===== src/rtl/alu_cond_exec.sv =====
`default_nettype none
// ============================================================================
// Module   : alu_cond_exec
// Purpose  : Execute-stage ALU with NZCV condition evaluation, flag update
//            and E->M pipeline register with condition-gated write enables.
// Revision : 1.0 - initial release
// ============================================================================
module alu_cond_exec #(
    parameter int WIDTH = 32
) (
    input  logic             clk,
    input  logic             rst_n,
    input  logic             stall,
    input  logic             flush,
    input  logic             valid_e,
    input  logic [1:0]       ALUControl,
    input  logic [1:0]       FlagW,
    input  logic [3:0]       Cond,
    input  logic [WIDTH-1:0] SrcA,
    input  logic [WIDTH-1:0] SrcB,
    input  logic             PCS_e,
    input  logic             RegW_e,
    input  logic             MemW_e,
    output logic             CondEx_e,
    output logic [3:0]       Flags,
    output logic [WIDTH-1:0] ALUResult_m,
    output logic             PCSrc_m,
    output logic             RegWrite_m,
    output logic             MemWrite_m,
    output logic             valid_m
);

    localparam int c_MSB = WIDTH - 1;

    // Reset asserts asynchronously; release is retimed to clk so no flop
    // sees a deassertion edge close to its clock.
    logic [1:0] r_rst_sync;
    logic       w_rst_n;

    always_ff @(posedge clk or negedge rst_n) begin
        if (!rst_n) begin
            r_rst_sync <= 2'b00;
        end else begin
            r_rst_sync <= {r_rst_sync[0], 1'b1};
        end
    end

    assign w_rst_n = r_rst_sync[1];

    // ALU: add and sub share one adder; sub is A + ~B + 1.
    logic [WIDTH-1:0] w_b_op;
    logic [WIDTH:0]   w_sum;
    logic [WIDTH-1:0] w_result;
    logic             w_n;
    logic             w_z;
    logic             w_c;
    logic             w_v;

    assign w_b_op = ALUControl[0] ? ~SrcB : SrcB;
    assign w_sum  = {1'b0, SrcA} + {1'b0, w_b_op} + {{WIDTH{1'b0}}, ALUControl[0]};

    always_comb begin
        w_result = '0;
        w_c      = 1'b0;
        w_v      = 1'b0;
        case (ALUControl)
            2'b00, 2'b01: begin
                w_result = w_sum[c_MSB:0];
                w_c      = w_sum[WIDTH];
                w_v      = (SrcA[c_MSB] == w_b_op[c_MSB]) && (w_sum[c_MSB] != SrcA[c_MSB]);
            end
            2'b10:   w_result = SrcA & SrcB;
            2'b11:   w_result = SrcA | SrcB;
            default: w_result = '0;
        endcase
        w_n = w_result[c_MSB];
        w_z = (w_result == '0);
    end

    // Condition check looks only at architectural (registered) flags.
    logic w_fn;
    logic w_fz;
    logic w_fc;
    logic w_fv;
    logic w_cond_pass;

    assign {w_fn, w_fz, w_fc, w_fv} = Flags;

    always_comb begin
        w_cond_pass = 1'b1;
        case (Cond)
            4'b0000: w_cond_pass = w_fz;
            4'b0001: w_cond_pass = !w_fz;
            4'b0010: w_cond_pass = w_fc;
            4'b0011: w_cond_pass = !w_fc;
            4'b0100: w_cond_pass = w_fn;
            4'b0101: w_cond_pass = !w_fn;
            4'b0110: w_cond_pass = w_fv;
            4'b0111: w_cond_pass = !w_fv;
            4'b1000: w_cond_pass = w_fc && !w_fz;
            4'b1001: w_cond_pass = !w_fc || w_fz;
            4'b1010: w_cond_pass = (w_fn == w_fv);
            4'b1011: w_cond_pass = (w_fn != w_fv);
            4'b1100: w_cond_pass = !w_fz && (w_fn == w_fv);
            4'b1101: w_cond_pass = w_fz || (w_fn != w_fv);
            default: w_cond_pass = 1'b1;
        endcase
    end

    assign CondEx_e = valid_e && w_cond_pass && !flush;

    // CondEx_e already excludes flushed instructions, so flush blocks flag writes.
    always_ff @(posedge clk or negedge w_rst_n) begin
        if (!w_rst_n) begin
            Flags <= 4'b0000;
        end else if (CondEx_e && !stall) begin
            if (FlagW[1]) begin
                Flags[3:2] <= {w_n, w_z};
            end
            if (FlagW[0]) begin
                Flags[1:0] <= {w_c, w_v};
            end
        end
    end

    always_ff @(posedge clk or negedge w_rst_n) begin
        if (!w_rst_n) begin
            ALUResult_m <= '0;
            PCSrc_m     <= 1'b0;
            RegWrite_m  <= 1'b0;
            MemWrite_m  <= 1'b0;
            valid_m     <= 1'b0;
        end else if (flush) begin
            PCSrc_m     <= 1'b0;
            RegWrite_m  <= 1'b0;
            MemWrite_m  <= 1'b0;
            valid_m     <= 1'b0;
        end else if (!stall) begin
            ALUResult_m <= w_result;
            PCSrc_m     <= PCS_e && CondEx_e;
            RegWrite_m  <= RegW_e && CondEx_e;
            MemWrite_m  <= MemW_e && CondEx_e;
            valid_m     <= valid_e;
        end
    end

endmodule
`default_nettype wire

===== config.mk =====
export PLATFORM = sky130hd
export DESIGN_NAME = alu_cond_exec
export DESIGN_NICKNAME = d
export VERILOG_FILES = /design/src/rtl/alu_cond_exec.sv
export SDC_FILE = /design/constraint.sdc
export NUM_CORES = 1
export LEC_CHECK = 0
export ABC_AREA = 1
export CAP_MARGIN = 30
export CORE_MARGIN = 1.5
export CORE_UTILIZATION = 34
export DETAILED_ROUTE_END_ITERATION = 8
export DONT_BUFFER_PORTS = 1
export PLACE_DENSITY = 0.49
export SLEW_MARGIN = 20
export SYNTH_ARGS = -nofsm -noshare
export SYNTH_HDL_FRONTEND = slang
export SYNTH_SLANG_ARGS = --single-unit

===== constraint.sdc =====
create_clock -name clk -period 3.65 [get_ports clk]
set_input_delay 0.9125 -clock clk [delete_from_list [all_inputs] [get_ports clk]]
set_output_delay 0.9125 -clock clk [all_outputs]
set_load 0.02 [all_outputs]

==> flow_metrics.tcl <==
set metrics [dict create \
    regToRegStartpoint "Flags[2]$_DFFE_PN0P_" \
    synthArstFlopShare_pct 100 \
    rows 45 \
    yosys.cell_types.count 36 \
    placement.io_buffers 0 \
    synth_enable_flop_cells 0 \
    cts_max_path_buffers 2 \
    slowest_stage "fa_1" \
    worstPathCellList "nand2_1 > inv_1 > nor2_1 > inv_1 > fa_1 > inv_1 > nand4_1 > nand2_1 > nand2_1 > nand2_1 > nand2_1 > nand2_1 > nor2_1 > o21ai_0 > nor2_1 > nand3_1 > nor2_1 > nand2_1 > nand2_1" \
    timing.final.crit_share_pct 82.0 \
    antenna_cells 0 \
    htreeDepth 2 \
    clk_latency_ps 290 \
    syn2layout_area_growth_pct 6.76 \
    ir_drop_mv 0.180 \
    crit_path_max_incr_delay_ps 420 \
    rr_worst_depth 14 \
    wire_per_inst_um 15.2 \
    synth_area_sq_um 5330 \
    synthSimpleGateAreaFrac_pct 46.0 \
    fp.coreArea_sq_um 15300 \
    cts_buffers 5 \
    dp_hpwl_um 14700 \
    crit_fanout 3 \
    grt_pass1_wl_um 27800 \
    worstPathRequired_ps 3830 \
    die-area_sq_um 16400 \
    hold_viol 0 \
    final_util_pct 37.3 \
    p_per_area_nw_per_um2 350 \
    antenna_found_initial 0 \
    start_util_pct 34.9 \
    clk_pin_slew_ps 60 \
    crit_top_cell "nand2_1" \
    tns_ps 0 \
    io_pins 121 \
    dr.pass1.iters 5 \
    wirelength_um 17500 \
    finalMaxSlewViolations 0 \
    cts.sinks 42 \
    drive_above_1_share_pct 5.86 \
    cts_resized 0 \
    synth_cells 947 \
    synthMuxAreaShare_pct 0 \
    fmax_mhz 334 \
    root_buffer "clkbuf_16" \
    cts_setup_buffers 0 \
    synth-compound-area-share_pct 12.5 \
    via_per_inst 4.90 \
    final-seq-area_sq_um 1050 \
    overflow 0 \
    cp-start-kind "input pin" \
    route.detailed.drc 0 \
    cp-end-kind "flip-flop" \
    worstSetupPathDepth 19 \
    grt.total_usage_pct 21.6 \
    synth_top_family_by_area "simple AND/OR/NAND/NOR gates" \
    outcome "finished, final reports clean" \
    die_y_um 128 \
    drt_iter0_drc 296 \
    synth_fa_ha_area_share_pct 8.36 \
    avgSynthCellArea_sq_um 5.63 \
    syn-num-nets 1062 \
    grt_pass1_vias 5306 \
    cp_num_buf_inv 3 \
    worstPathArrival_ps 3170 \
    multiInputGateArea_sq_um 3650 \
    path_class "in -> reg" \
    grt_max_degree 72 \
    routabilityCongestion 0.929 \
    rsz0062_at_grt "false" \
    vias 5630 \
    fin_nets 1053 \
    antenna_left 0 \
    finClkSkew_ps 5.12 \
    p_leak_nw 3.17 \
    seq_area_frac_synth_pct 19.7 \
    n_fill_cell 1767 \
    reg2reg_slack_ps 1610 \
    drv_cap 0 \
    slew_headroom_pct 47.2 \
    ys_ff_latch 42 \
    cts_tree "yes" \
    yosysWarnings 0 \
    cp_top_family "simple AND/OR/NAND/NOR gates" \
    tightest_slew_ps 790 \
    die_w_um 128 \
    hold_ws_ps 170 \
    fin_crit_ps 2990 \
    synthXorXnorAreaFrac_pct 1.48 \
    finalSetupViolations 0 \
    cts_hold_buf 0 \
    rr_endpoint "Flags[2]$_DFFE_PN0P_" \
    hp-class "reg -> async" \
    synth_ff_type "dfrtp_1" \
]
## layout make-up
| cell class | count | area share (%) |
|---|---|---|
| Timing Repair Buffer | 4 | 0.748 |
| Inverter | 144 | 9.50 |
| Sequential cell | 42 | 18.5 |
| Multi-Input combinational cell | 741 | 64.1 |
| Clock inverter | 2 | 0.242 |
| Clock buffer | 6 | 2.26 |
| Tap cell | 211 | 4.64 |
## power by group
part	switching (W)	internal [W]
clock	0.000181	0.000254
combinational	0.000567	0.000283
sequential	0.000163	0.000542
total	0.000910	0.00108
## through the flow
step	setup WS [ps]	instance area [sq um]	std cells	power, W
6_report	657	5690	1150	0.00199
2_1_floorplan	487	5330	947	0.00134
5_1_grt	437	5690	1150	0.00215
3_3_place_gp	385	5530	1141	0.00156
3_5_place_dp	400	5530	1141	0.00156
4_1_cts	691	5670	1149	0.00200
## cells by family (layout without fill, tap and decap cells)
kind of cell,after synthesis,count (layout)
other,1,1
xor gates and xnor gates,9,9
buffers and inverters,164,156
adders and majority gates,35,35
DFF,42,42
and+or+nand+nor,575,575
AOI/OAI and AO/OA,121,121
## sequential cells by signal, indices dropped and copies added (netlist names)
signal,count
valid_m,1
Flags,4
RegWrite_m,1
r_rst_sync,2
MemWrite_m,1
ALUResult_m,32
PCSrc_m,1
## cell usage in the layout (no fill, tap or decap), types with 2 or more instances in the layout
cell	n
a21oi_1	32
a21oi_2	3
a31oi_1	16
a32o_1	3
buf_4	3
clkbuf_16	5
clkinv_1	3
dfrtp_1	41
ha_1	34
inv_1	139
inv_2	2
nand2_1	298
nand2_2	18
nand3_1	69
nand3_2	5
nand3b_1	9
nand4_1	7
nor2_1	144
nor2_2	9
nor3_1	7
nor3_2	2
nor3b_2	2
nor4_1	2
o21ai_0	59
o21ai_1	3
o21bai_1	4
xor2_1	8
## metal layers
layer / up-vias / global-route usage [%] / part of all wire, %
met3: 9 / 3.09 / 5.7
met2: 159 / 34.7 / 43
met4: 0 / 3.37 / 0.69
met1: 2493 / 31.1 / 51
li1: 2969 / - / -
met5: - / 0 / 0
## synth_stat cells (3+ instances only)
| master | number | area share (%) |
|---|---|---|
| o21bai_1 | 4 | 0.56 |
| a21oi_2 | 3 | 0.49 |
| a21oi_1 | 32 | 3.0 |
| nand2_2 | 18 | 2.1 |
| o21ai_0 | 59 | 5.5 |
| nor2_1 | 145 | 10 |
| dfrtp_1 | 42 | 20 |
| a32o_1 | 3 | 0.56 |
| xor2_1 | 8 | 1.3 |
| inv_1 | 139 | 9.8 |
| ha_1 | 34 | 8.0 |
| a31oi_1 | 16 | 1.9 |
| buf_2 | 8 | 0.75 |
| nor3_1 | 7 | 0.66 |
| clkinv_1 | 3 | 0.21 |
| nand4_1 | 7 | 0.82 |
| o21ai_1 | 3 | 0.28 |
| nor2_2 | 8 | 0.94 |
| clkbuf_1 | 8 | 0.56 |
| nand2_1 | 298 | 21 |
| nand3_2 | 5 | 0.94 |
| nand3_1 | 69 | 6.5 |
| nand3b_1 | 9 | 1.3 |
## worst max path at each step
stage,startpoint,endpoint,slack [ps]
floorplan,ALUControl[0],Flags[2]$_DFFE_PN0P_,490
global placement,SrcB[1],Flags[2]$_DFFE_PN0P_,380
finish,SrcB[1],Flags[2]$_DFFE_PN0P_,660
global route,ALUControl[0],Flags[2]$_DFFE_PN0P_,440
CTS,SrcB[1],Flags[2]$_DFFE_PN0P_,690
detailed placement,SrcB[1],Flags[2]$_DFFE_PN0P_,400
Power figures use the tool's default switching activity.
